`src/rtl/pc_unit_if.sv`:
```
// Fetch-side bundle between the PC stage and its neighbours: control inputs
// from the ALU and downstream, and the registered PC outputs.
interface pc_unit_if #(
  parameter int unsigned REG_LEN = 32
);
  logic               stall;
  logic               jump_en;
  logic [REG_LEN-1:0] jump_addr;
  logic [REG_LEN-1:0] pc;
  logic               pc_valid;
  logic               flush;
  logic               jump_misalign;

  modport master (
    output stall, jump_en, jump_addr,
    input  pc, pc_valid, flush, jump_misalign
  );

  modport slave (
    input  stall, jump_en, jump_addr,
    output pc, pc_valid, flush, jump_misalign
  );
endinterface

```
`src/rtl/pc_unit.sv`:
```
// Program counter stage: sequential stepping, jump redirect, and a fixed
// bubble after each taken jump so the delayed-PC consumer drains cleanly.
module pc_unit #(
  parameter int unsigned        REG_LEN      = 32,
  parameter logic [REG_LEN-1:0] RESET_ADDR   = '0,
  parameter int unsigned        PC_STEP      = 4,
  parameter int unsigned        FLUSH_CYCLES = 2
) (
  input logic        clk,
  input logic        rst,
  pc_unit_if.slave   bus
);

  localparam int unsigned CNT_W = 3;

  typedef enum logic {
    RUN   = 1'b0,
    FLUSH = 1'b1
  } state_e;

  state_e             state_q, state_d;
  logic [CNT_W-1:0]   cnt_q, cnt_d;
  logic [REG_LEN-1:0] pc_q, pc_d;
  logic               flush_q, flush_d;
  logic               pc_valid_q, pc_valid_d;
  logic               misalign_q, misalign_d;

  // State register and all output/datapath flops
  always_ff @(posedge clk or posedge rst) begin
    if (rst) begin
      state_q    <= RUN;
      cnt_q      <= '0;
      pc_q       <= RESET_ADDR;
      flush_q    <= 1'b0;
      pc_valid_q <= 1'b1;
      misalign_q <= 1'b0;
    end else begin
      state_q    <= state_d;
      cnt_q      <= cnt_d;
      pc_q       <= pc_d;
      flush_q    <= flush_d;
      pc_valid_q <= pc_valid_d;
      misalign_q <= misalign_d;
    end
  end

  // Next-state: jumps only taken from RUN; FLUSH exits once the counter is spent
  always_comb begin
    state_d = state_q;
    case (state_q)
      RUN:     if (bus.jump_en) state_d = FLUSH;
      FLUSH:   if (cnt_q == '0) state_d = RUN;
      default: state_d = RUN;
    endcase
  end

  // Outputs and datapath; jump_en and stall are ignored while draining
  always_comb begin
    pc_d       = pc_q;
    cnt_d      = cnt_q;
    flush_d    = flush_q;
    pc_valid_d = pc_valid_q;
    misalign_d = 1'b0;
    case (state_q)
      RUN: begin
        flush_d    = 1'b0;
        pc_valid_d = 1'b1;
        if (bus.jump_en) begin
          pc_d       = {bus.jump_addr[REG_LEN-1:2], 2'b00};
          cnt_d      = CNT_W'(FLUSH_CYCLES - 1);
          flush_d    = 1'b1;
          pc_valid_d = 1'b0;
          misalign_d = |bus.jump_addr[1:0];
        end else if (!bus.stall) begin
          pc_d = pc_q + REG_LEN'(PC_STEP);
        end
      end
      FLUSH: begin
        if (cnt_q != '0) begin
          cnt_d      = cnt_q - CNT_W'(1);
          flush_d    = 1'b1;
          pc_valid_d = 1'b0;
        end else begin
          flush_d    = 1'b0;
          pc_valid_d = 1'b1;
        end
      end
      default: begin
        flush_d    = 1'b0;
        pc_valid_d = 1'b1;
      end
    endcase
  end

  assign bus.pc            = pc_q;
  assign bus.pc_valid      = pc_valid_q;
  assign bus.flush         = flush_q;
  assign bus.jump_misalign = misalign_q;

endmodule

```
`src/flat_wrapper.sv`:
```
// flat-port wrapper written by rule: the top's interface ports become plain ports
module pc_unit_flat 
#(
  parameter int unsigned        REG_LEN      = 32,
  parameter logic [REG_LEN-1:0] RESET_ADDR   = '0,
  parameter int unsigned        PC_STEP      = 4,
  parameter int unsigned        FLUSH_CYCLES = 2
)
  (clk, rst, bus_stall, bus_jump_en, bus_jump_addr, bus_pc, bus_pc_valid, bus_flush, bus_jump_misalign);
  pc_unit_if #(.REG_LEN(REG_LEN)) bus_i ();
  input logic clk;
  input logic rst;
  input wire logic [$bits(bus_i.stall)-1:0] bus_stall;
  input wire logic [$bits(bus_i.jump_en)-1:0] bus_jump_en;
  input wire logic [$bits(bus_i.jump_addr)-1:0] bus_jump_addr;
  output wire logic [$bits(bus_i.pc)-1:0] bus_pc;
  output wire logic [$bits(bus_i.pc_valid)-1:0] bus_pc_valid;
  output wire logic [$bits(bus_i.flush)-1:0] bus_flush;
  output wire logic [$bits(bus_i.jump_misalign)-1:0] bus_jump_misalign;
  assign bus_i.stall = bus_stall;
  assign bus_i.jump_en = bus_jump_en;
  assign bus_i.jump_addr = bus_jump_addr;
  assign bus_pc = bus_i.pc;
  assign bus_pc_valid = bus_i.pc_valid;
  assign bus_flush = bus_i.flush;
  assign bus_jump_misalign = bus_i.jump_misalign;
  pc_unit #(.REG_LEN(REG_LEN), .RESET_ADDR(RESET_ADDR), .PC_STEP(PC_STEP), .FLUSH_CYCLES(FLUSH_CYCLES)) u_core (.clk(clk), .rst(rst), .bus(bus_i));
endmodule
```
`config.mk`:
```
export PLATFORM = sky130hd
export DESIGN_NAME = pc_unit_flat
export DESIGN_NICKNAME = d
export VERILOG_FILES = /design/src/rtl/pc_unit_if.sv /design/src/rtl/pc_unit.sv /design/src/flat_wrapper.sv
export SDC_FILE = /design/constraint.sdc
export NUM_CORES = 1
export LEC_CHECK = 0
export ABC_CLOCK_PERIOD_IN_PS = 2000
export CAP_MARGIN = 20
export CORE_MARGIN = 4
export CORE_UTILIZATION = 52
export DETAILED_ROUTE_END_ITERATION = 7
export DONT_BUFFER_PORTS = 1
export GPL_TIMING_DRIVEN = 0
export PLACE_DENSITY_LB_ADDON = 0.25
export SYNTH_ARGS = -nofsm -noshare
export SYNTH_HDL_FRONTEND = slang
export SYNTH_SLANG_ARGS = --single-unit
export TNS_END_PERCENT = 5
```
`constraint.sdc`:
```
create_clock -name clk -period 2 [get_ports clk]
set_clock_uncertainty 0.05 [all_clocks]
set_input_delay 0.2 -clock clk [delete_from_list [all_inputs] [get_ports clk]]
set_output_delay 0.2 -clock clk [all_outputs]
set_load 0.005 [all_outputs]
```
After elaboration in Yosys (flattened, before gate mapping)
Index checks and enable logic that the tools add are counted.
W data, S select, Z words.
{"block": "word_totals", "regBits": 39, "romBits": 0, "mem_count": 0, "latchBits": 0, "out_inout_bits": 35, "mem_bits_rw": 0}
{"block": "classes", "n_shift": 0, "div_mod_pow": 0, "n_mux": 15, "n_eq_ne": 3, "addsub": 2, "n_reduce_logical": 5, "bitwise_logic": 1, "n_mul": 0, "n_lt_le_gt_ge": 0}
{"operator": "$mux W32", "count": 2}
{"operator": "$add A32 B3 Y32 const B", "count": 1}
{"operator": "$mux W1", "count": 7}
{"operator": "$mux W3", "count": 2}
{"operator": "$pmux W1 S2", "count": 3}
{"operator": "$pmux W3 S2", "count": 1}
{"operator": "$ne A2 B2 Y1 const B", "count": 2}
{"operator": "$reduce_and A2 Y1", "count": 2}
{"operator": "$logic_not A3 Y1", "count": 1}
{"operator": "$reduce_bool A3 Y1", "count": 1}
{"operator": "$sub A3 B1 Y3 const B", "count": 1}
{"operator": "$ne A2 B1 Y1 const B", "count": 1}
{"operator": "$reduce_or A2 Y1", "count": 1}
{"operator": "$not A1 Y1", "count": 1}

Longest topological paths before layout
Gate-level depths: netlist of the first run.
{"block": "depth", "word_depth": 3, "ltp_mapped": 7}

Least setup slack after synthesis of the first run
No wires, ideal clock.
{"block": "synth_timing", "kind": "register to register", "start": "reg u_core.pc_q[2] (netlist: u_core.bus.pc[2])", "end": "reg u_core.pc_q[28] (netlist: u_core.bus.pc[28])", "setup_slack_ns": 0.108, "path_stages_with_launch": 8, "period_less_slack_ns": 1.892, "arrival_ns": 1.705, "setup_time_ns": 0.137, "path_buffers": 1, "path_cell_list": "dfrtp_1 ha_1 and4_1 nor3b_1 buf_2 nand3_1 o31ai_1 a21oi_1"}
{"block": "synth_between", "elab_chain_cells": 3}
{"element": "from (decl)", "line_no": "pc_unit.sv:23", "text": "logic [REG_LEN-1:0] pc_q, pc_d;"}
{"element": "from (signal assigned)", "line_no": "pc_unit.sv:40", "text": "pc_q <= pc_d;"}
{"element": "$add A32 B3 Y32", "line_no": "pc_unit.sv:75", "text": "pc_d = pc_q + REG_LEN'(PC_STEP);"}
{"element": "$mux W32", "line_no": "pc_unit.sv:74", "text": "end else if (!bus.stall) begin"}
{"element": "$mux W32", "line_no": "pc_unit.sv:68", "text": "if (bus.jump_en) begin"}
Every way passes these cells. The select of a mux whose other input is x is not followed.
A chain may end at the register's enable or synchronous reset.

Worst setup path after layout of the first run
{"block": "layout_timing", "start": "reg u_core.pc_q[2] (netlist: u_core.bus.pc[2])", "end": "reg u_core.pc_q[29] (netlist: u_core.bus.pc[29])"}
Same word-level chain as after synthesis.

==> results.json, run 1 <==
{
  "outcome": "completed",
  "route.detailed.drc": 0,
  "worstHoldEndpoint": "u_core.bus.pc[20]",
  "grt_pass1_vias": 2097,
  "worst_slew_pin_slew_ns": 0.767,
  "setup_viol": 0,
  "clkLatencyLatePin_ns": 0.29,
  "cp_num_cells": 5,
  "utilization_pct": 62.1,
  "synth-edff-count": 0,
  "ant_nets": 0,
  "grt_pass1_wl_microns": 10400,
  "async_reset_ff_share_pct": 100,
  "reg2reg_slack_ns": 0.003,
  "ir_worst_vdd_uv": 678,
  "antenna_found_initial": 0,
  "die_area_sq_mm": 0.00550,
  "seq_area_frac_synth_pct": 39.7,
  "critPathMaxStageDelay_ns": 0.50,
  "avgSynthCellArea_sq_um": 8.33,
  "coreArea_sq_mm": 0.00412,
  "cts_tree": "yes",
  "slew_viol_final": 0,
  "hold_viol": 0,
  "cp_slowest_cell": "or4_1",
  "place_area_sq_mm": 0.00234,
  "arrival_ns": 2.12,
  "ys_warn_count": 0,
  "num_rows": 23,
  "ys_ff_latch": 36,
  "synth_cell_type_count": 57,
  "r2r-end": "u_core.bus.pc[29]",
  "timing.rr.start": "u_core.bus.pc[2]",
  "vias": 2227,
  "critPathBufInv": 0,
  "syn-cell-area_sq_mm": 0.00227,
  "fin_area_sq_mm": 0.00256,
  "reg2reg_depth": 5,
  "io_buffers": 0,
  "initial_core_util_pct": 55.3,
  "drv_cap": 0,
  "grt_max_degree": 37,
  "leakage_nw": 1.04,
  "layout_min_cycle_time_ns": 2.00,
  "cp-end-kind": "register",
  "wirelength_microns": 6690,
  "cp_max_fo": 6,
  "synthToLayoutAreaGrowth_pct": 12.4,
  "final_common_cell": "dfrtp_1",
  "rsz0062_at_grt": "yes",
  "final_layout_size_suffix_gt1_share_pct": 11.5,
  "place_hpwl_microns": 4610,
  "overflow": 0,
  "grt_use_total_pct": 24.9,
  "dp_slack_ns": -0.313,
  "maxSlewHeadroom_pct": 48.8,
  "io_pins": 71,
  "startpoint_type": "register",
  "die_y_microns": 74.1,
  "synth_flop_cell": "dfrtp_1",
  "drtIter0Drc": 266,
  "cts.htree.levels": 2,
  "gp_congestion": 0.857,
  "whs_path_depth": 2,
  "criticalPathCategory": "register to register",
  "numCtsBuffers": 5,
  "final_cell_mix": "32 x dfrtp_1, 27 x a21oi_1, 25 x nor2_1, 22 x nand2_1, 19 x o21ai_0",
  "worstPathRequired_ns": 2.12,
  "dr.pass1.iters": 5,
  "ctsRootBufferMaster": "clkbuf_8",
  "avgRoutedWirePerCell_microns": 19.8,
  "antenna_cells": 0,
  "die_w_microns": 74.1,
  "path_cells": "nand2_1 -> nor4_4 -> nand2_2 -> or4_1 -> o311a_1",
  "p_per_area_mw_per_mm2": 1390,
  "synthCells": 273,
  "finalPower_mw": 3.55,
  "path_clk_slew_ns": 0.07,
  "period_share_pct": 99.8,
  "hold_start": "bus_jump_addr[20]",
  "nNetsFinal": 325,
  "layout_setup_ws_ns": 0.00319,
  "clockBufferDepth": 2,
  "hp-class": "primary input to register",
  "fmax_mhz": 501,
  "cp_top_family": "simple AND/OR/NAND/NOR gates",
  "routed_via_density": 6.61,
  "clock-sinks": 36
}
[synthesized netlist by cell type, drive strengths merged, types with 3 or more instances]
cell type	number	share of area, %
a41o	3	1.3
or3	4	1.1
nand3	15	3.3
nand2b	3	0.83
nand2	23	3.9
o21ai	19	4.2
inv	13	2.1
a21o	4	1.3
nor4	6	2.9
and3	4	1.1
ha	3	1.7
dfrtp	35	39
a2bb2oi	3	1.2
a31oi	3	0.83
o22ai	6	1.7
a21oi	28	6.2
o22a	3	1.2
buf	6	1.4
nor3	8	1.8
nor2	25	4.1
nand4	4	2.0
clkbuf	16	2.7
[report_power, final]
group | leakage (nW) | switching, mW | internal, mW | total, mW
clock network | 0.0455 | 0.259 | 0.281 | 0.540
logic | 0.583 | 0.808 | 0.526 | 1.33
registers | 0.412 | 0.583 | 1.09 | 1.67
[registers in the layout (all words and copies together) (netlist names)]
| signal | count |
|---|---|
| u_core.bus.flush | 1 |
| u_core.bus.jump_misalign | 1 |
| u_core.bus.pc | 30 |
| u_core.bus.pc_valid | 1 |
| u_core.cnt_q | 3 |
[layer usage]
metal	routed length (microns)	track usage, %	part of all wire (%)
met1	2670	32.7	40
met2	3150	38.2	47
met3	739	7.57	11
met4	131	10.5	2.0
met5	0	0	0
[cell type report]
| type | instances | area (sq um) |
|---|---|---|
| multi-input cells | 203 | 1300 |
| plain buffers | 22 | 104 |
| fillers | 362 | 1560 |
| well taps | 50 | 62.6 |
| inverters | 13 | 48.8 |
| repair buffers | 5 | 47.5 |
| clock buffers | 8 | 90.1 |
| flip-flops and latches | 36 | 906 |
[through the flow]
stage / setup TNS, ns / cells / hold slack [ns]
final: 0 / 337 / 0.0342
after global routing: -0.454 / 337 / 0.0540
after CTS: 0 / 337 / 0.0295
after detailed placement: -2.37 / 324 / 0.214
after global placement: -2.15 / 324 / 0.278
after floorplan: 0 / 274 / 0.275
[worst reg2reg max path, stage by stage, from the launching register on]
cell and delay, ns:
dfrtp_2 0.42, nand2_1 0.20, nor4_4 0.43, nand2_2 0.16, or4_1 0.50, o311a_1 0.12
[worst max path at each step]
stage | startpoint | slack (ns) | end
5_1_grt | u_core.bus.pc[3] | -0.11 | u_core.bus.pc[23]
6_report | u_core.bus.pc[2] | 0.003 | u_core.bus.pc[29]
4_1_cts | u_core.bus.flush | 0.02 | u_core.bus.pc[28]
3_3_place_gp | u_core.bus.pc[2] | -0.29 | u_core.bus.pc[28]
3_5_place_dp | u_core.bus.pc[2] | -0.31 | u_core.bus.pc[28]
2_1_floorplan | u_core.bus.pc[2] | 0.11 | u_core.bus.pc[28]
[cells by family after synthesis]
| logic type | synth area share (%) |
|---|---|
| simple gates | 24.6 |
| compound gates | 26.3 |
| flops | 39.7 |
| buf+inv | 6.27 |
| mux | 1.38 |
| fa+ha+maj | 1.65 |
| other cells | 0.165 |
[what timing repair did]
action,CTS,global route
pin swaps,3,1
resized for setup,15,4
hold buffers,4,0
buffers inserted,1,0
hold endpoints to repair,37,0
setup endpoints to repair,16,18
Note: power is estimated with default switching activity, not from simulation.
==> run 2: changes to the inputs <==
==> constraint.sdc (replaced) <==
create_clock -name clk -period 2 [get_ports clk]
set_clock_uncertainty 0.05 [all_clocks]
set_input_delay 0.2 -clock clk [delete_from_list [all_inputs] [get_ports clk]]
set_output_delay 0.2 -clock clk [all_outputs]
set_load 0.05 [all_outputs]
==> results.json, run 2 (same netlist as run 1, synthesis figures left out) <==
{
  "overflow": 0,
  "antenna_found_initial": 0,
  "failed_checks": "negative setup slack",
  "layout_min_cycle_time_ns": 2.04,
  "grt_pass1_wl_microns": 11400,
  "slew_viol_final": 0,
  "wl_met2_microns": 3340,
  "arrival_ns": 2.16,
  "criticalPathCategory": "register to register",
  "clockBufferDepth": 2,
  "final_layout_size_suffix_gt1_share_pct": 24.8,
  "cts.htree.levels": 2,
  "final_cell_mix": "25 x nor2_1, 25 x a21oi_1, 20 x nand2_1, 19 x o21ai_0, 18 x dfrtp_2",
  "leakage_nw": 1.09,
  "numCtsBuffers": 5,
  "outcome": "complete, but fails checks",
  "clockPowerShare_pct": 12.0,
  "num_rows": 23,
  "nNetsFinal": 332,
  "io_pins": 71,
  "wl_met1_microns": 2760,
  "die_y_microns": 74.1,
  "hp-class": "primary input to register",
  "antenna_cells": 0,
  "initial_core_util_pct": 55.3,
  "largest_reg_flops": 30,
  "route.detailed.drc": 0,
  "cts_tree": "yes",
  "ir_worst_vdd_uv": 759,
  "hold_viol": 0,
  "worst_slew_pin_slew_ns": 0.779,
  "clkLatencyLatePin_ns": 0.30,
  "synthToLayoutAreaGrowth_pct": 21.1,
  "utilization_pct": 66.9,
  "vias": 2341,
  "drtIter0Drc": 296,
  "rsz0062_at_grt": "yes",
  "cp-end-kind": "register",
  "wirelength_microns": 7110,
  "switching_share_pct": 58.4,
  "grt_max_degree": 37,
  "grt_use_total_pct": 27.1,
  "comb_power_share_pct": 28.7,
  "internal_power_mw": 2.04,
  "p_per_area_mw_per_mm2": 1780,
  "dr_wl_met3_microns": 861,
  "drv_cap": 0,
  "gp_congestion": 0.851,
  "highest_layer": "met4",
  "ant_nets": 0,
  "ctsRootBufferMaster": "clkbuf_8",
  "die_w_microns": 74.1,
  "layout_setup_ws_ns": -0.0382,
  "worstPathRequired_ns": 2.12,
  "seqPwrFrac_pct": 59.3,
  "place_hpwl_microns": 4650,
  "coreArea_sq_mm": 0.00412,
  "netSwitchingPower_mw": 2.87,
  "fin_hold_ws_ns": 0.0187,
  "maxSlewHeadroom_pct": 48.0,
  "die_area_sq_mm": 0.00550,
  "setup_viol": 5,
  "routed_via_density": 6.81,
  "dr.pass1.iters": 6,
  "period_share_pct": 102,
  "clock-sinks": 36,
  "fmax_mhz": 491,
  "path_clk_slew_ns": 0.07,
  "io_buffers": 0,
  "grt_pass1_vias": 2249,
  "startpoint_type": "register",
  "cp_max_fo": 8,
  "finalPower_mw": 4.91,
  "avgRoutedWirePerCell_microns": 20.7
}
run 2: critical path, cell delays in order (launching register included):
cell	delay (ns)
dfrtp_2	0.53
clkbuf_8	0.22
nand4_2	0.21
nor4_4	0.25
nand2_2	0.11
or4_1	0.42
o311a_1	0.12
run 2: metal layers:
layer  GRT usage (%)  up-vias
li1                -     1049
met1            35.4     1119
met2            42.3      154
met3            8.78       19
met4            9.46        0
met5               0        -
run 2: timing repair:
| item | in CTS | in global routing |
|---|---|---|
| endpoints found under the hold margin | 37 | 0 |
| setup endpoints to repair | 22 | 24 |
| buffers inserted | 4 | 4 |
| hold buffers | 4 | 0 |
| resized for setup | 29 | 19 |
| pin swaps | 12 | 5 |
run 2: per-stage QoR:
step	setup slack, ns	cells	setup TNS, ns	cell area (sq um)
final	-0.0382	344	-0.0801	2750
after global routing	-0.123	344	-0.956	2750
after CTS	-0.0575	340	-0.253	2650
after detailed placement	-0.453	324	-6.11	2370
after global placement	-0.414	324	-5.85	2370
after floorplan	-0.0646	274	-0.159	2310
run 2: worst paths after layout:
kind                              startpoint                 to  slack, ns  depth (start not counted)
max in group asynchronous                rst   u_core.bus.pc[2]       0.86                          2
min in group asynchronous                rst  u_core.bus.pc[10]       0.45                          2
hold / removal             bus_jump_addr[20]  u_core.bus.pc[20]       0.02                          2
setup / recovery           u_core.bus.pc[14]  u_core.bus.pc[29]      -0.04                          6
setup reg to reg           u_core.bus.pc[14]  u_core.bus.pc[29]      -0.04                          6
hold reg to reg              u_core.cnt_q[0]    u_core.cnt_q[0]       0.46                          1
run 2: power by group through the flow:
| stage | clock [mW] | sequential [mW] | combinational (mW) |
|---|---|---|---|
| after detailed placement | 0 | 2.80 | 1.25 |
| after floorplan | 0 | 2.64 | 1.01 |
| after global placement | 0 | 2.78 | 1.21 |
| after CTS | 0.594 | 2.84 | 1.33 |
| after global routing | 0.630 | 2.98 | 1.59 |
| final | 0.590 | 2.91 | 1.41 |
run 2: layout make-up:
type                    instances  area (sq um)
plain buffers                  22           118
fillers                       312          1360
inverters                      13          48.8
repair buffers                 12           113
clock buffers                   8           100
well taps                      50          62.6
flip-flops and latches         36           951
multi-input cells             203          1360
